==> src/rtl/char_gen_pkg.sv <==
// Shared constants, FSM state type and digit mapping for the numeric-string
// character-address generator.
package char_gen_pkg;

    localparam logic [5:0] CHAR_DIGIT_BASE = 6'o60;
    localparam logic [5:0] CHAR_SPACE      = 6'o40;
    localparam logic [5:0] CHAR_DASH       = 6'o55;

    typedef enum logic [1:0] {
        S_IDLE,
        S_CONVERT,
        S_EMIT
    } char_gen_state_t;

    // Digits 0-9 and A-F occupy one contiguous run of the character ROM.
    function automatic logic [5:0] digit_to_char_addr(input logic [3:0] digit);
        return CHAR_DIGIT_BASE + 6'(digit);
    endfunction

endpackage

==> src/rtl/double_dabble_converter.sv <==
// Sequential binary-to-BCD converter: one add-3/shift step per cycle,
// VALUE_WIDTH steps after load, with sticky overflow from the top digit.
module double_dabble_converter #(
    parameter int unsigned VALUE_WIDTH = 16,
    parameter int unsigned NUM_CHARS   = 4
) (
    input  logic                     Clock,
    input  logic                     Resetn,
    input  logic                     load,
    input  logic [VALUE_WIDTH-1:0]   Value,
    output logic [4*NUM_CHARS-1:0]   bcd,
    output logic                     done,
    output logic                     overflow
);

    localparam int unsigned BCD_W = 4 * NUM_CHARS;
    localparam int unsigned CNT_W = $clog2(VALUE_WIDTH + 1);

    logic [VALUE_WIDTH-1:0] shift_q;
    logic [CNT_W-1:0]       step_q;
    logic                   active_q;
    logic [BCD_W-1:0]       adj_c;

    // Add-3 correction on every digit that would overflow past 9 when doubled.
    always_comb begin
        adj_c = bcd;
        for (int i = 0; i < int'(NUM_CHARS); i++) begin
            if (bcd[4*i +: 4] >= 4'd5) begin
                adj_c[4*i +: 4] = bcd[4*i +: 4] + 4'd3;
            end
        end
    end

    always_ff @(posedge Clock or negedge Resetn) begin
        if (!Resetn) begin
            shift_q  <= '0;
            step_q   <= '0;
            active_q <= 1'b0;
            bcd      <= '0;
            done     <= 1'b0;
            overflow <= 1'b0;
        end else if (load) begin
            shift_q  <= Value;
            step_q   <= '0;
            active_q <= 1'b1;
            bcd      <= '0;
            done     <= 1'b0;
            overflow <= 1'b0;
        end else if (active_q) begin
            bcd      <= {adj_c[BCD_W-2:0], shift_q[VALUE_WIDTH-1]};
            shift_q  <= {shift_q[VALUE_WIDTH-2:0], 1'b0};
            overflow <= overflow | adj_c[BCD_W-1];
            step_q   <= step_q + CNT_W'(1);
            if (step_q == CNT_W'(VALUE_WIDTH - 1)) begin
                active_q <= 1'b0;
                done     <= 1'b1;
            end
        end
    end

endmodule

==> src/rtl/hex_dec_string_char_addr_gen.sv <==
// Turns a binary value into a string of character-ROM addresses (hex or decimal),
// with optional leading-zero blanking and dash-filled overflow, streamed MSB first.
module hex_dec_string_char_addr_gen
    import char_gen_pkg::*;
#(
    parameter int unsigned VALUE_WIDTH = 16,
    parameter int unsigned NUM_CHARS   = 4
) (
    input  logic                   Clock,
    input  logic                   Resetn,
    input  logic                   Start,
    input  logic [VALUE_WIDTH-1:0] Value,
    input  logic                   Mode_decimal,
    input  logic                   Blank_zeros,
    output logic                   Busy,
    output logic                   Char_valid,
    input  logic                   Char_ready,
    output logic [5:0]             Char_rom_address,
    output logic [((NUM_CHARS > 1) ? $clog2(NUM_CHARS) : 1)-1:0] Char_index,
    output logic                   Char_last,
    output logic                   Overflow
);

    localparam int unsigned DIGIT_BITS = 4 * NUM_CHARS;
    localparam int unsigned EXT_W      = (VALUE_WIDTH > DIGIT_BITS) ? VALUE_WIDTH : DIGIT_BITS;
    localparam int unsigned IDX_W      = (NUM_CHARS > 1) ? $clog2(NUM_CHARS) : 1;
    localparam logic [IDX_W-1:0] LAST_IDX = IDX_W'(NUM_CHARS - 1);

    char_gen_state_t        state;
    logic [VALUE_WIDTH-1:0] value_q;
    logic                   mode_q;
    logic                   blank_q;

    logic                   dd_load_c;
    logic [DIGIT_BITS-1:0]  dd_bcd;
    logic                   dd_done;
    logic                   dd_overflow;

    logic [EXT_W-1:0]       start_ext_c;
    logic                   hex_ovf_c;
    logic [EXT_W-1:0]       value_ext_c;
    logic [DIGIT_BITS-1:0]  src_c;
    logic                   ovf_c;
    logic                   zero_run_c;
    logic [3:0]             digit_c;
    logic [5:0]             chars_c [NUM_CHARS];
    logic [IDX_W-1:0]       next_idx_c;

    assign dd_load_c = (state == S_IDLE) && Start && Mode_decimal;

    double_dabble_converter #(
        .VALUE_WIDTH (VALUE_WIDTH),
        .NUM_CHARS   (NUM_CHARS)
    ) u_dd (
        .Clock    (Clock),
        .Resetn   (Resetn),
        .load     (dd_load_c),
        .Value    (Value),
        .bcd      (dd_bcd),
        .done     (dd_done),
        .overflow (dd_overflow)
    );

    // Hex overflow: any set bit above the displayable nibbles; missing nibbles read as 0.
    always_comb begin
        start_ext_c = EXT_W'(Value);
        hex_ovf_c   = |(start_ext_c >> DIGIT_BITS);
        value_ext_c = EXT_W'(value_q);
    end

    // Full string for the captured value; the decimal overflow flag is taken live
    // from the converter on the cycle the first character is loaded.
    always_comb begin
        src_c      = mode_q ? dd_bcd : value_ext_c[DIGIT_BITS-1:0];
        ovf_c      = (state == S_CONVERT) ? dd_overflow : Overflow;
        zero_run_c = 1'b1;
        digit_c    = '0;
        for (int i = 0; i < int'(NUM_CHARS); i++) begin
            digit_c    = src_c[4*(int'(NUM_CHARS) - 1 - i) +: 4];
            zero_run_c = zero_run_c && (digit_c == 4'd0);
            if (ovf_c) begin
                chars_c[i] = CHAR_DASH;
            end else if (blank_q && zero_run_c && (i != int'(NUM_CHARS) - 1)) begin
                chars_c[i] = CHAR_SPACE;
            end else begin
                chars_c[i] = digit_to_char_addr(digit_c);
            end
        end
    end

    assign next_idx_c = Char_valid ? (Char_index + IDX_W'(1)) : '0;

    always_ff @(posedge Clock or negedge Resetn) begin
        if (!Resetn) begin
            state            <= S_IDLE;
            value_q          <= '0;
            mode_q           <= 1'b0;
            blank_q          <= 1'b0;
            Busy             <= 1'b0;
            Char_valid       <= 1'b0;
            Char_rom_address <= '0;
            Char_index       <= '0;
            Char_last        <= 1'b0;
            Overflow         <= 1'b0;
        end else begin
            case (state)
                S_IDLE: begin
                    if (Start) begin
                        value_q  <= Value;
                        mode_q   <= Mode_decimal;
                        blank_q  <= Blank_zeros;
                        Busy     <= 1'b1;
                        Overflow <= Mode_decimal ? 1'b0 : hex_ovf_c;
                        state    <= Mode_decimal ? S_CONVERT : S_EMIT;
                    end
                end
                S_CONVERT: begin
                    if (dd_done) begin
                        state            <= S_EMIT;
                        Overflow         <= dd_overflow;
                        Char_valid       <= 1'b1;
                        Char_rom_address <= chars_c[next_idx_c];
                        Char_index       <= next_idx_c;
                        Char_last        <= (next_idx_c == LAST_IDX);
                    end
                end
                S_EMIT: begin
                    // Load a new character on entry or after each accepted one; hold otherwise.
                    if (Char_valid && Char_ready && Char_last) begin
                        state      <= S_IDLE;
                        Busy       <= 1'b0;
                        Char_valid <= 1'b0;
                        Char_index <= '0;
                        Char_last  <= 1'b0;
                    end else if (!Char_valid || Char_ready) begin
                        Char_valid       <= 1'b1;
                        Char_rom_address <= chars_c[next_idx_c];
                        Char_index       <= next_idx_c;
                        Char_last        <= (next_idx_c == LAST_IDX);
                    end
                end
                default: begin
                    state <= S_IDLE;
                end
            endcase
        end
    end

endmodule

==> config.mk <==
export PLATFORM = sky130hd
export DESIGN_NAME = hex_dec_string_char_addr_gen
export DESIGN_NICKNAME = d
export VERILOG_FILES = /design/src/rtl/char_gen_pkg.sv /design/src/rtl/double_dabble_converter.sv /design/src/rtl/hex_dec_string_char_addr_gen.sv
export SDC_FILE = /design/constraint.sdc
export NUM_CORES = 1
export LEC_CHECK = 0
export CAP_MARGIN = 20
export CORE_UTILIZATION = 57
export DETAILED_ROUTE_END_ITERATION = 7
export GPL_TIMING_DRIVEN = 0
export PLACE_DENSITY_LB_ADDON = 0.05
export SYNTH_ARGS = -nofsm -noshare
export SYNTH_HDL_FRONTEND = slang
export SYNTH_SLANG_ARGS = --single-unit
export TNS_END_PERCENT = 1
==> constraint.sdc <==
create_clock -name Clock -period 5.79 [get_ports Clock]
set_clock_uncertainty 0.05 [all_clocks]
set_input_delay 0.579 -clock Clock [delete_from_list [all_inputs] [get_ports Clock]]
set_output_delay 0.579 -clock Clock [all_outputs]
set_load 0.02 [all_outputs]
## After elaboration in Yosys (flattened, before gate mapping)

Index checks and enable logic that the tools add are counted.

- Bitwise gates (word level): 2
- Multiplexer cells: 58
- Add/sub/neg operators: 10
- Equality and inequality tests: 10
- Order comparisons: 5
- Reductions and logical operators: 27

Operator list:

| cell | count |
|---|---|
| 16-bit two-way mux | 5 |
| 6-bit two-way mux | 12 |
| 5-bit by 5-bit adder with 6-bit output, first input constant | 4 |
| 1-bit two-way mux | 19 |
| 4-bit by 2-bit adder with 4-bit output, second input constant | 4 |
| 4-bit by 3-bit >= comparator with 1-bit output, second input constant | 4 |
| 2-bit two-way mux | 8 |
| 4-bit two-way mux | 4 |
| 6-bit binary-select mux with 2-bit select | 1 |
| 4-bit logical NOT | 3 |
| 6-bit case mux with 2 select lines | 1 |
| 3-bit AND reduction | 4 |
| 5-bit two-way mux | 2 |
| 2-bit nonzero test | 5 |
| 1-bit logical AND | 9 |
| 2-bit inequality test, second input constant | 4 |
| 1-bit case mux with 2 select lines | 4 |
| 2-bit case mux with 3 select lines | 1 |
| 5-bit by 1-bit adder with 5-bit output, second input constant | 1 |
| 5-bit by 4-bit == test with 1-bit output, second input constant | 1 |
| 2-bit == test, second input constant | 2 |
| 2-bit case mux with 2 select lines | 1 |
| 2-bit AND reduction | 2 |
| 4-bit AND reduction | 1 |
| other kinds (10) | 10 |

- Bits of input ports: 22
- Register bits: 72
- Output and inout bits: 12

## Longest topological paths before layout

Gate-level depths: netlist of run 1.

- Depth after elaboration: 13
- Depth in mapped cells: 7

## Cells and area by module

A second synthesis of run 1 with hierarchy kept.

- Cells, all modules: 363
- Area total of the unflattened synthesis: 3806.2 um^2

By module, submodules not included:

| module | area an instance (um^2) | times used | cells an instance | seq. area each (um^2) |
|---|---|---|---|---|
| double_dabble_converter | 2139.6 | 1 | 222 | 1001.0 |
| hex_dec_string_char_addr_gen | 1666.6 | 1 | 141 | 800.8 |

## Least setup slack after synthesis of run 1

OpenSTA, ideal clock, no wires.

- Path kind: reg-to-reg
- From: register Char_valid
- To: register Char_rom_address[1]
- Arrival: 1841 ps
- Setup time: 121 ps
- Slack: 3778 ps
- Stages on the path, launching flop included: 6
- Path buffers: 1
- Period minus slack after synthesis: 2012 ps
- Path through: dfrtp_1 nor2b_4 buf_6 mux4_1 mux2_2 a22o_1

- Longest elaborated chain between the ends: 8
- Elaborated cells on any way between the ends: 16

Ends and longest elaborated chain:

| what | line | text |
|---|---|---|
| start, declared | hex_dec_string_char_addr_gen.sv:16 | `output logic Char_valid,` |
| start signal, assigned | hex_dec_string_char_addr_gen.sv:100 | `Char_valid <= 1'b0;` |
| start signal, assigned | hex_dec_string_char_addr_gen.sv:121 | `Char_valid <= 1'b1;` |
| start signal, assigned | hex_dec_string_char_addr_gen.sv:132 | `Char_valid <= 1'b0;` |
| 2-bit two-way mux | hex_dec_string_char_addr_gen.sv:91 | `assign next_idx_c = Char_valid ? (Char_index + IDX_W'(1)) : '0;` |
| 2-bit NOT with 3-bit output (implied by the code) | hex_dec_string_char_addr_gen.sv:122, hex_dec_string_char_addr_gen.sv:137 |  |
| 6-bit binary-select mux with 2-bit select | hex_dec_string_char_addr_gen.sv:122, hex_dec_string_char_addr_gen.sv:137 |  |
| 6-bit two-way mux (implied by the code) (2 in a row) | hex_dec_string_char_addr_gen.sv:122, hex_dec_string_char_addr_gen.sv:137 |  |
| 6-bit two-way mux | hex_dec_string_char_addr_gen.sv:135 | `end else if (!Char_valid \|\| Char_ready) begin` |
| 6-bit two-way mux | hex_dec_string_char_addr_gen.sv:129 | `if (Char_valid && Char_ready && Char_last) begin` |
| 6-bit case mux with 2 select lines | hex_dec_string_char_addr_gen.sv:106 | `case (state)` |
| end signal, assigned | hex_dec_string_char_addr_gen.sv:122 | `Char_rom_address <= chars_c[next_idx_c];` |
| end signal, assigned | hex_dec_string_char_addr_gen.sv:137 | `Char_rom_address <= chars_c[next_idx_c];` |
| end, declared | hex_dec_string_char_addr_gen.sv:18 | `output logic [5:0] Char_rom_address,` |

Several ways; a longest one is shown, not always the timed one. The select of a mux whose other input is x is not followed.
A chain may end at the register's enable or synchronous reset.

## Worst setup path after layout of run 1

- From: input Start
- To: register u_dd.done

- Longest elaborated chain between the ends: 4
- Elaborated cells on any way between the ends: 6

Ends and longest elaborated chain:

| what | line | text |
|---|---|---|
| start, declared | hex_dec_string_char_addr_gen.sv:11 | `input logic Start,` |
| 1-bit logical AND * (2 in a row) | hex_dec_string_char_addr_gen.sv:49 | `assign dd_load_c = (state == S_IDLE) && Start && Mode_decimal;` |
| 2-bit nonzero test (no source line) | -- |  |
| 2-bit AND reduction (no source line) | -- |  |
| end signal, assigned | double_dabble_converter.sv:40 | `done <= 1'b0;` |
| end signal, assigned | double_dabble_converter.sv:47 | `done <= 1'b0;` |
| end signal, assigned | double_dabble_converter.sv:56 | `done <= 1'b1;` |
| end, declared | double_dabble_converter.sv:12 | `output logic done,` |

Mark *: on every way between the ends. The rest lies on a longest branch, timed or not.

==> flow_summary.ini, run 1 <==
[global_routing]
gr-total-overflow = 0
grt_pass1_vias = 2762
grt_max_degree = 73
grt.total_usage_pct = 25.3
antenna_found_initial = 0
grt_pass1_wl_mm = 13.4

[die]
num_rows = 29
die_w_um = 82.8
ios = 34
die_area_mm2 = 0.00686
die-height_um = 82.8
start_util_pct = 59.0
core_area_mm2 = 0.00631

[setup_path]
path_cells = clkdlybuf4s50_1 -> and3_1 -> clkbuf_1 -> clkbuf_1 -> clkbuf_1 -> nor2_1
cp_data_required_time_ps = 5960
reg2reg_depth = 7
critPathMaxStageDelay_ps = 590
rr_endpoint = u_dd.done$_DFFE_PN0P_
path_max_fanout = 10
cpLargestDelayFamily = buffers and inverters
reg2reg_from = state[1]$_DFFE_PN0P_
worst_ep_arrival_time_ps = 2620
cp_common_cell = clkbuf_1
end_kind = register
crit_path_start_kind = input port
rrSetupSlack_ps = 3420
cp_slowest_cell = clkdlybuf4s50_1
path_class = input port to register
crit_path_start = Start
path_buf_inv = 4

[detailed_routing]
avgRoutedWirePerCell_um = 17.2
drt_iter0_markers = 270
drc = 0
vias = 2782
via_per_inst = 5.91
routed_wl_mm = 8.09
drt_pass1_iterations = 4
postRouteAntennaNets = 0

[clocking]
cts-buffers-inserted = 9
hold_buffers = 0
clk_pin_slew_worst_paths_ps = 70
cts_sinks = 72
insertion_delay_ps = 350
cts-root-to-sink-buffers = 2
cts_resized = 0
ctsRootBufferMaster = clkbuf_8
post_cts_buffers = 0
cts_tree = built
h-tree-depth = 3

[cells_and_area]
insertedDiodeCount = 0
area_growth_pct = 17.7
final_cells = 471
multi_input_area_mm2 = 0.00181
num-fill-cells = 486
regArea_mm2 = 0.00180
nets = 424
drive_gt1_share_pct = 9.14

[synth]
yosysMostFrequentCell = dfrtp_1
seq_area_frac_synth_pct = 48.4
synth_nets = 380
synthTopCellsByCount = dfrtp_1 (72), nand2_1 (43), o21ai_0 (27), mux2i_1 (26), nor2_1 (20)
ys_types = 38
synth_top_area_share_pct = 48.4
async_flop_share_pct = 100
netlist_area_mm2 = 0.00372
synth_edf_count = 0
synth_warnings = 0
synth_cells = 345
avgSynthCellArea_um2 = 10.8
synth.area.top_cells = dfrtp_1 (48%), mux2i_1 (7.0%), mux4_1 (5.6%)
synth_top_cell_by_area = dfrtp_1
synth_ff_type = dfrtp_1
synth.ff_latch_count = 72

[sta]
hold_viol_final = 0
tns_ps = 0
min_period_over_period_pct = 42.4
drv_slew = 0
period_minus_slack_ps = 2450
worst_pin_slew_ps = 909
rsz0062_at_grt = no
hold_ws_ps = 287
fin_ws_ps = 3340
slew_headroom_pct = 39.4
clock.fmax_ghz = 0.408
setup_viol = 0

[pwr]
power_density_mw_per_mm2 = 596
clockPowerShare_pct = 18.2
p_switching_mw = 1.01
leakagePower_nw = 2.04
p_comb_share_pct = 45.6
p_seq_share_pct = 36.1
ir_drop_uv = 307
intPower_mw = 1.61
sw_frac_of_total_pct = 38.5

[worst_hold_path]
hold_path_class = input port to async pin

[placed_design]
dp_cells = 455
gp_congestion = 0.805
port_buffers = 33
pre_cts_slack_ps = 2990
place.detailed.hpwl_mm = 5.64

[status]
status = complete, no violations

[flow_run]
maxCapViolations = 0
[worst max-delay path by stage]
stage                                       to  slack (ps)  depth (start not counted)
2_1_floorplan  Char_rom_address[1]$_DFFE_PN0P_        3780                          5
3_3_place_gp       u_dd.shift_q[7]$_DFFE_PN0P_        1630                          1
3_5_place_dp          u_dd.bcd[11]$_DFFE_PN0P_        2990                          6
4_1_cts                  u_dd.done$_DFFE_PN0P_        3340                          6
5_1_grt                u_dd.bcd[8]$_DFFE_PN0P_        3150                          7
6_report                 u_dd.done$_DFFE_PN0P_        3340                          6
[logic make-up after synthesis]
kind of cell / share of synthesized area [%]
XOR/XNOR: 2.82
adder cells (fa/ha/maj): 4.37
flip-flops: 48.4
AND/OR/NAND/NOR: 12.3
multiplexers: 18.1
AO/OA/AOI/OAI: 11.0
buffers and inverters: 3.12
[worst reg2reg max path: cells and delay by family, from the launching register on]
family,cells,cell delay (ps)
buf+inv,4,1260
flops,1,390
simple gates,2,290
fa+ha+maj,1,260
[cell usage in the layout (no fill, tap or decap), types with 4 or more instances in the layout]
| cell type | Yosys | final |
|---|---|---|
| mux2i_1 | 26 | 26 |
| a21oi_1 | 19 | 19 |
| mux2_2 | 18 | 18 |
| o21ai_0 | 27 | 27 |
| xnor2_1 | 8 | 8 |
| clkdlybuf4s50_1 | 0 | 32 |
| inv_1 | 13 | 13 |
| xor2_1 | 4 | 4 |
| nand2b_1 | 9 | 9 |
| or4_1 | 5 | 5 |
| nand3_1 | 10 | 10 |
| ha_1 | 13 | 13 |
| dfrtp_1 | 72 | 72 |
| clkbuf_1 | 13 | 14 |
| a21o_1 | 4 | 4 |
| nor2_1 | 20 | 20 |
| o211ai_1 | 4 | 4 |
| mux4_1 | 8 | 8 |
| clkbuf_8 | 0 | 9 |
| nand2_1 | 43 | 43 |
[power groups by stage]
stage,Clock (mW),Combinational [mW],Sequential (mW)
after floorplan,0,0.879,0.915
after global placement,0,1.15,0.939
after detailed placement,0,1.19,0.946
after CTS,0.484,1.20,0.938
after global routing,0.509,1.32,0.971
final,0.477,1.19,0.944
[per-stage QoR]
stage / area [um2] / power [mW] / util (%)
5_1_grt: 4380 / 2.80 / 69.4
3_5_place_dp: 4150 / 2.13 / 65.7
2_1_floorplan: 3720 / 1.79 / -
3_3_place_gp: 4150 / 2.09 / 65.8
6_report: 4380 / 2.61 / 69.4
4_1_cts: 4380 / 2.62 / 69.4
[flip-flops by register name, summed over array words and instances, names as in the netlist]
name              cells
Overflow              1
u_dd.active_q         1
Char_index            2
u_dd.done             1
u_dd.bcd             16
Busy                  1
Char_rom_address      6
state                 2
u_dd.overflow         1
Char_valid            1
Char_last             1
value_ext_c          16
u_dd.step_q           5
mode_q                1
u_dd.shift_q         16
blank_q               1
[layout make-up]
cell class	count	share of cell area [%]
plain buffers	15	1.46
clock buffers	10	2.91
clock inverters	6	2.45
inverters	14	1.20
multi-input cells	244	41.2
flip-flops and latches	72	41.1
well taps	77	2.20
repair buffers	33	7.48
[layer usage]
layer | vias to the layer above | GRT usage, % | share of wire [%]
met1 | 1368 | 33.2 | 44
met4 | 0 | 10.2 | 2.4
met3 | 22 | 6.66 | 4.1
met5 | - | 0 | 0
li1 | 1315 | - | -
met2 | 77 | 40.4 | 49
Power figures use the tool's default switching activity.
==> run 2, diff against run 1 <==
CORE_UTILIZATION = 52   (was 57)
clock period = 2 ns   (was 5.79 ns; I/O delays follow)
==> run 2 against run 1 <==
Sequential share of layout area rose by 0.17 points. Clock power up 100%. Sequential cell count stayed put. Largest cell class unchanged. Critical path type is now register to register. Cell count grew 4.2%. Non-clock buffer count is 3 higher. Combinational power grew to 3.0 times the previous value. Clock-buffer cell count up 3. First-iteration DRC count fell by 30%. Routed wire length fell by 1.9%. Sequential power grew to 2.9 times the previous value. The flow now finishes with violations (setup timing). Via count decreased by 0.47%.
==> flow_summary.ini, run 2 (same netlist as run 1, synthesis figures left out) <==
[status]
status = complete, but fails checks
violations = setup timing

[die]
core_area_mm2 = 0.00687
ios = 34
die_area_mm2 = 0.00751
die_w_um = 86.6
num_rows = 30
die-height_um = 86.6
start_util_pct = 54.2

[flow_run]
maxCapViolations = 0

[clocking]
cts_tree = built
insertion_delay_ps = 350
ctsRootBufferMaster = clkbuf_8
clk_pin_slew_worst_paths_ps = 80
cts-root-to-sink-buffers = 2
h-tree-depth = 3
cts_sinks = 72
cts-buffers-inserted = 9

[setup_path]
cp_data_required_time_ps = 2180
worst_ep_arrival_time_ps = 2200
reg2reg_depth = 7
rr_endpoint = u_dd.bcd[1]$_DFFE_PN0P_
path_class = register to register
end_kind = register
crit_path_start_kind = register
path_max_fanout = 10
reg2reg_from = state[0]$_DFFE_PN0P_
rrSetupSlack_ps = -20

[pwr]
ir_drop_uv = 764
power_density_mw_per_mm2 = 1650
leakagePower_nw = 2.03
power_mw = 7.21

[placed_design]
port_buffers = 33
place.detailed.hpwl_mm = 5.67
gp_congestion = 0.842

[sta]
tns_ps = -139
hold_viol_final = 0
rsz0062_at_grt = yes
drv_slew = 0
worst_pin_slew_ps = 912
clock.fmax_ghz = 0.495
min_period_over_period_pct = 101
period_minus_slack_ps = 2020
setup_viol = 17
slew_headroom_pct = 39.2
fin_ws_ps = -19.3

[detailed_routing]
via_per_inst = 5.64
postRouteAntennaNets = 0
routed_wl_mm = 7.94
drt_pass1_iterations = 4
avgRoutedWirePerCell_um = 16.2
vias = 2769
drc = 0
drt_iter0_markers = 189

[global_routing]
antenna_found_initial = 0
gr-total-overflow = 0
grt_pass1_wl_mm = 13.1
grt.total_usage_pct = 23.2
grt_pass1_vias = 2626
grt_max_degree = 73

[cells_and_area]
layout_commonest_cell = dfrtp_1
area_growth_pct = 17.3
nets = 427
final_cell_mix = dfrtp_1 (71), nand2_1 (42), clkdlybuf4s50_1 (32)
final_core_util_pct = 63.6
insertedDiodeCount = 0
drive_gt1_share_pct = 11.4

[worst_hold_path]
hp-start = Value[6]
hold_path_class = input port to register
min_to = u_dd.shift_q[6]$_DFFE_PN0P_
min_path_cells = 3
run 2: changes by cell type in the layout (fill, tap and decap cells not counted), moves of 2 or more:
| cell | previous run | this run |
|---|---|---|
| bufinv_16 | 3 | 0 |
| clkbuf_2 | 0 | 3 |
| clkbuf_4 | 0 | 3 |
| clkbuf_1 | 14 | 10 |
| mux4_2 | 0 | 2 |
| mux4_1 | 8 | 6 |
| buf_4 | 1 | 3 |
run 2: worst max path at each step:
stage | startpoint | cells past startpoint | slack, ps | to
2_1_floorplan | Char_index[0]$_DFFE_PN0P_ | 5 | 90 | Char_rom_address[1]$_DFFE_PN0P_
3_3_place_gp | Resetn | 1 | -2050 | Char_valid$_DFFE_PN0P_
3_5_place_dp | Start | 6 | -570 | u_dd.step_q[3]$_DFFE_PN0P_
4_1_cts | Char_valid$_DFFE_PN0P_ | 5 | 20 | Char_rom_address[1]$_DFFE_PN0P_
5_1_grt | state[0]$_DFFE_PN0P_ | 6 | -100 | u_dd.shift_q[6]$_DFFE_PN0P_
6_report | state[0]$_DFFE_PN0P_ | 7 | -20 | u_dd.bcd[1]$_DFFE_PN0P_
run 2: cell type report:
| class | count | area, um2 |
|---|---|---|
| Clock inverter | 1 | 5.00 |
| Sequential cell | 72 | 1800 |
| Timing Repair Buffer | 36 | 353 |
| Clock buffer | 13 | 149 |
| Inverter | 14 | 52.6 |
| Buffer | 15 | 82.6 |
| Fill cell | 599 | 2500 |
| Tap cell | 96 | 120 |
| Multi-Input combinational cell | 244 | 1800 |
run 2: per-layer routing:
metal / vias to the layer above / share of wire (%) / global-route usage (%)
met3: 10 / 4.2 / 3.90
li1: 1318 / - / -
met5: - / 0 / 0
met1: 1364 / 47 / 32.3
met4: 0 / 1.3 / 9.70
met2: 77 / 47 / 36.1
run 2: power breakdown:
group	switching, mW	total (mW)	internal [mW]
sequential	0.579	2.71	2.13
clock	0.496	0.966	0.470
combinational	1.77	3.54	1.77
total	2.85	7.21	4.37
run 2: critical path, cell delays in order (launching register included):
cell      delay, ps
dfrtp_1         410
inv_1            90
ha_1            280
and3_1          210
clkbuf_1        240
clkbuf_4        300
clkbuf_4        250
nor2_1           70
run 2: metrics by stage:
step	instances	hold WS (ps)	setup WS, ps	cell area [um2]
6_report	491	398	-19.3	4370
5_1_grt	491	424	-102	4370
2_1_floorplan	345	-146	89.1	3730
4_1_cts	489	401	15.0	4350
3_5_place_dp	474	343	-568	4170
3_3_place_gp	474	403	-2050	4180
run 2: repair_timing:
item,4_1_cts,5_1_grt
gates resized for setup,9,6
cloned,0,0
pin swaps,0,1
setup buffers,0,2
hold buffers,1,0
endpoints found under the setup margin,38,49
endpoints found under the hold margin,72,0
==> run 3, diff against run 2 <==
SKIP_LAST_GASP = 1   (was default)
==> run 3 against run 2 <==
The flow now finishes without violations. Clock power shrank 0.6%. Via count is 0.76% lower. Sequential power hardly changed. Hold slack improved by 3.4 ps. Clock-buffer cell count unchanged. Sequential share of layout area about the same. Critical path type unchanged. Critical endpoint unchanged. Largest cell class unchanged. Largest power group unchanged.
==> flow_summary.ini, run 3 (same netlist as run 1, synthesis figures left out) <==
[status]
status = complete, no violations

[setup_path]
critPathMaxStageDelay_ps = 400
worst_ep_arrival_time_ps = 2160
end_kind = register
cp_data_required_time_ps = 2170
path_class = register to register
cpLargestDelayFamily = buffers and inverters
cp_common_cell = clkbuf_4
path_cells = inv_1 -> ha_1 -> and3_1 -> clkbuf_1 -> clkbuf_4 -> clkbuf_4 -> nor2_1
path_max_fanout = 10
path_buf_inv = 4
crit_path_start_kind = register
cp_slowest_cell = dfrtp_1

[clocking]
cts_tree = built
h-tree-depth = 3
cts_sinks = 72
clk_pin_slew_worst_paths_ps = 70
cts-buffers-inserted = 9
insertion_delay_ps = 340
cts-root-to-sink-buffers = 2
ctsRootBufferMaster = clkbuf_8

[cells_and_area]
final_core_util_pct = 63.6
design_area_mm2 = 0.00437
drive_gt1_share_pct = 10.4
area_growth_pct = 17.3
insertedDiodeCount = 0
nets = 427
final_cell_mix = dfrtp_1 (71), nand2_1 (43), clkdlybuf4s50_1 (32)
layout_commonest_cell = dfrtp_1

[sta]
setup_viol = 0
rsz0062_at_grt = yes
clock.fmax_ghz = 0.503
period_minus_slack_ps = 1990
hold_viol_final = 0
slew_headroom_pct = 39.5
min_period_over_period_pct = 99.5
drv_slew = 0
fin_ws_ps = 10.0
hold_ws_ps = 401
worst_pin_slew_ps = 907

[pwr]
power_density_mw_per_mm2 = 1640
ir_drop_uv = 752
intPower_mw = 4.35
power_mw = 7.16
p_comb_share_pct = 48.9
leakagePower_nw = 2.03
clockPowerShare_pct = 13.4
sw_frac_of_total_pct = 39.3
p_seq_share_pct = 37.7
p_switching_mw = 2.82

[placed_design]
pre_cts_slack_ps = -568
place.detailed.hpwl_mm = 5.67
gp_congestion = 0.842
port_buffers = 33
dpl_cell_area_mm2 = 0.00417

[die]
die_area_mm2 = 0.00751
ios = 34
die_w_um = 86.6
core_area_mm2 = 0.00687
die-height_um = 86.6
num_rows = 30
start_util_pct = 54.2

[worst_hold_path]
hold_path_class = input port to register

[global_routing]
grt_pass1_vias = 2616
gr-total-overflow = 0
grt_use_met3_pct = 3.71
antenna_found_initial = 0
grt.total_usage_pct = 23.1
grt_pass1_wl_mm = 13.0
grt.busiest_layer = met2
gr-usage-met2_pct = 36.2
grt_max_degree = 73
met1_usage_pct = 32.1

[detailed_routing]
drt_iter0_markers = 162
drc = 0
vias = 2748
postRouteAntennaNets = 0
avgRoutedWirePerCell_um = 16.0
via_per_inst = 5.60
drt_pass1_iterations = 4
routed_wl_mm = 7.84

[flow_run]
maxCapViolations = 0
## run 3: final cells by class
class,count,area (um2)
clock buffer,13,149
buffer,15,78.8
inverter,14,52.6
clock inverter,1,5.00
timing repair buffer,36,353
multi-input combinational,244,1810
sequential,72,1800
fill,599,2500
tap,96,120
## run 3: repair_timing
| item | CTS | global route |
|---|---|---|
| resized for setup | 4 | 10 |
| hold buffers | 1 | 0 |
| setup buffers | 0 | 2 |
| endpoints found under the hold margin | 72 | 0 |
| setup endpoints to repair | 38 | 54 |
| cloned | 0 | 0 |
| pin swaps | 0 | 1 |
## run 3: routing by layer
layer,vias to the layer above,routed length (um)
li1,1321,-
met1,1331,3710
met2,83,3710
met3,13,295
met4,0,127
met5,-,0
## run 3: power groups by stage
stage / combinational (mW) / sequential (mW) / clock [mW]
after floorplan: 2.54 / 2.65 / 0
after global placement: 3.37 / 2.71 / 0
after detailed placement: 3.45 / 2.73 / 0
after CTS: 3.47 / 2.70 / 0.988
after global routing: 3.88 / 2.79 / 1.05
final: 3.50 / 2.70 / 0.960
## run 3: stage by stage
stage / cells / TNS [ps]
after floorplan: 345 / 0
after global placement: 474 / -140470
after detailed placement: 474 / -13510
after CTS: 489 / -1620
after global routing: 491 / -2860
final: 491 / 0
## run 3: worst min-delay path, cell delays in order
cell	delay, ps
clkdlybuf4s50_1	420
nand2_1	60
o21ai_0	70
## run 3: final timing paths
check | cells after the start | endpoint | start | slack, ps
max | 7 | u_dd.bcd[1]$_DFFE_PN0P_ | state[0]$_DFFE_PN0P_ | 10
min | 3 | u_dd.shift_q[6]$_DFFE_PN0P_ | Value[6] | 400
max reg2reg | 7 | u_dd.bcd[1]$_DFFE_PN0P_ | state[0]$_DFFE_PN0P_ | 10
min reg2reg | 1 | Char_rom_address[5]$_DFFE_PN0P_ | Char_rom_address[5]$_DFFE_PN0P_ | 420
max in group asynchronous | 2 | Char_valid$_DFFE_PN0P_ | Resetn | 790
min in group asynchronous | 2 | Char_rom_address[5]$_DFFE_PN0P_ | Resetn | 490
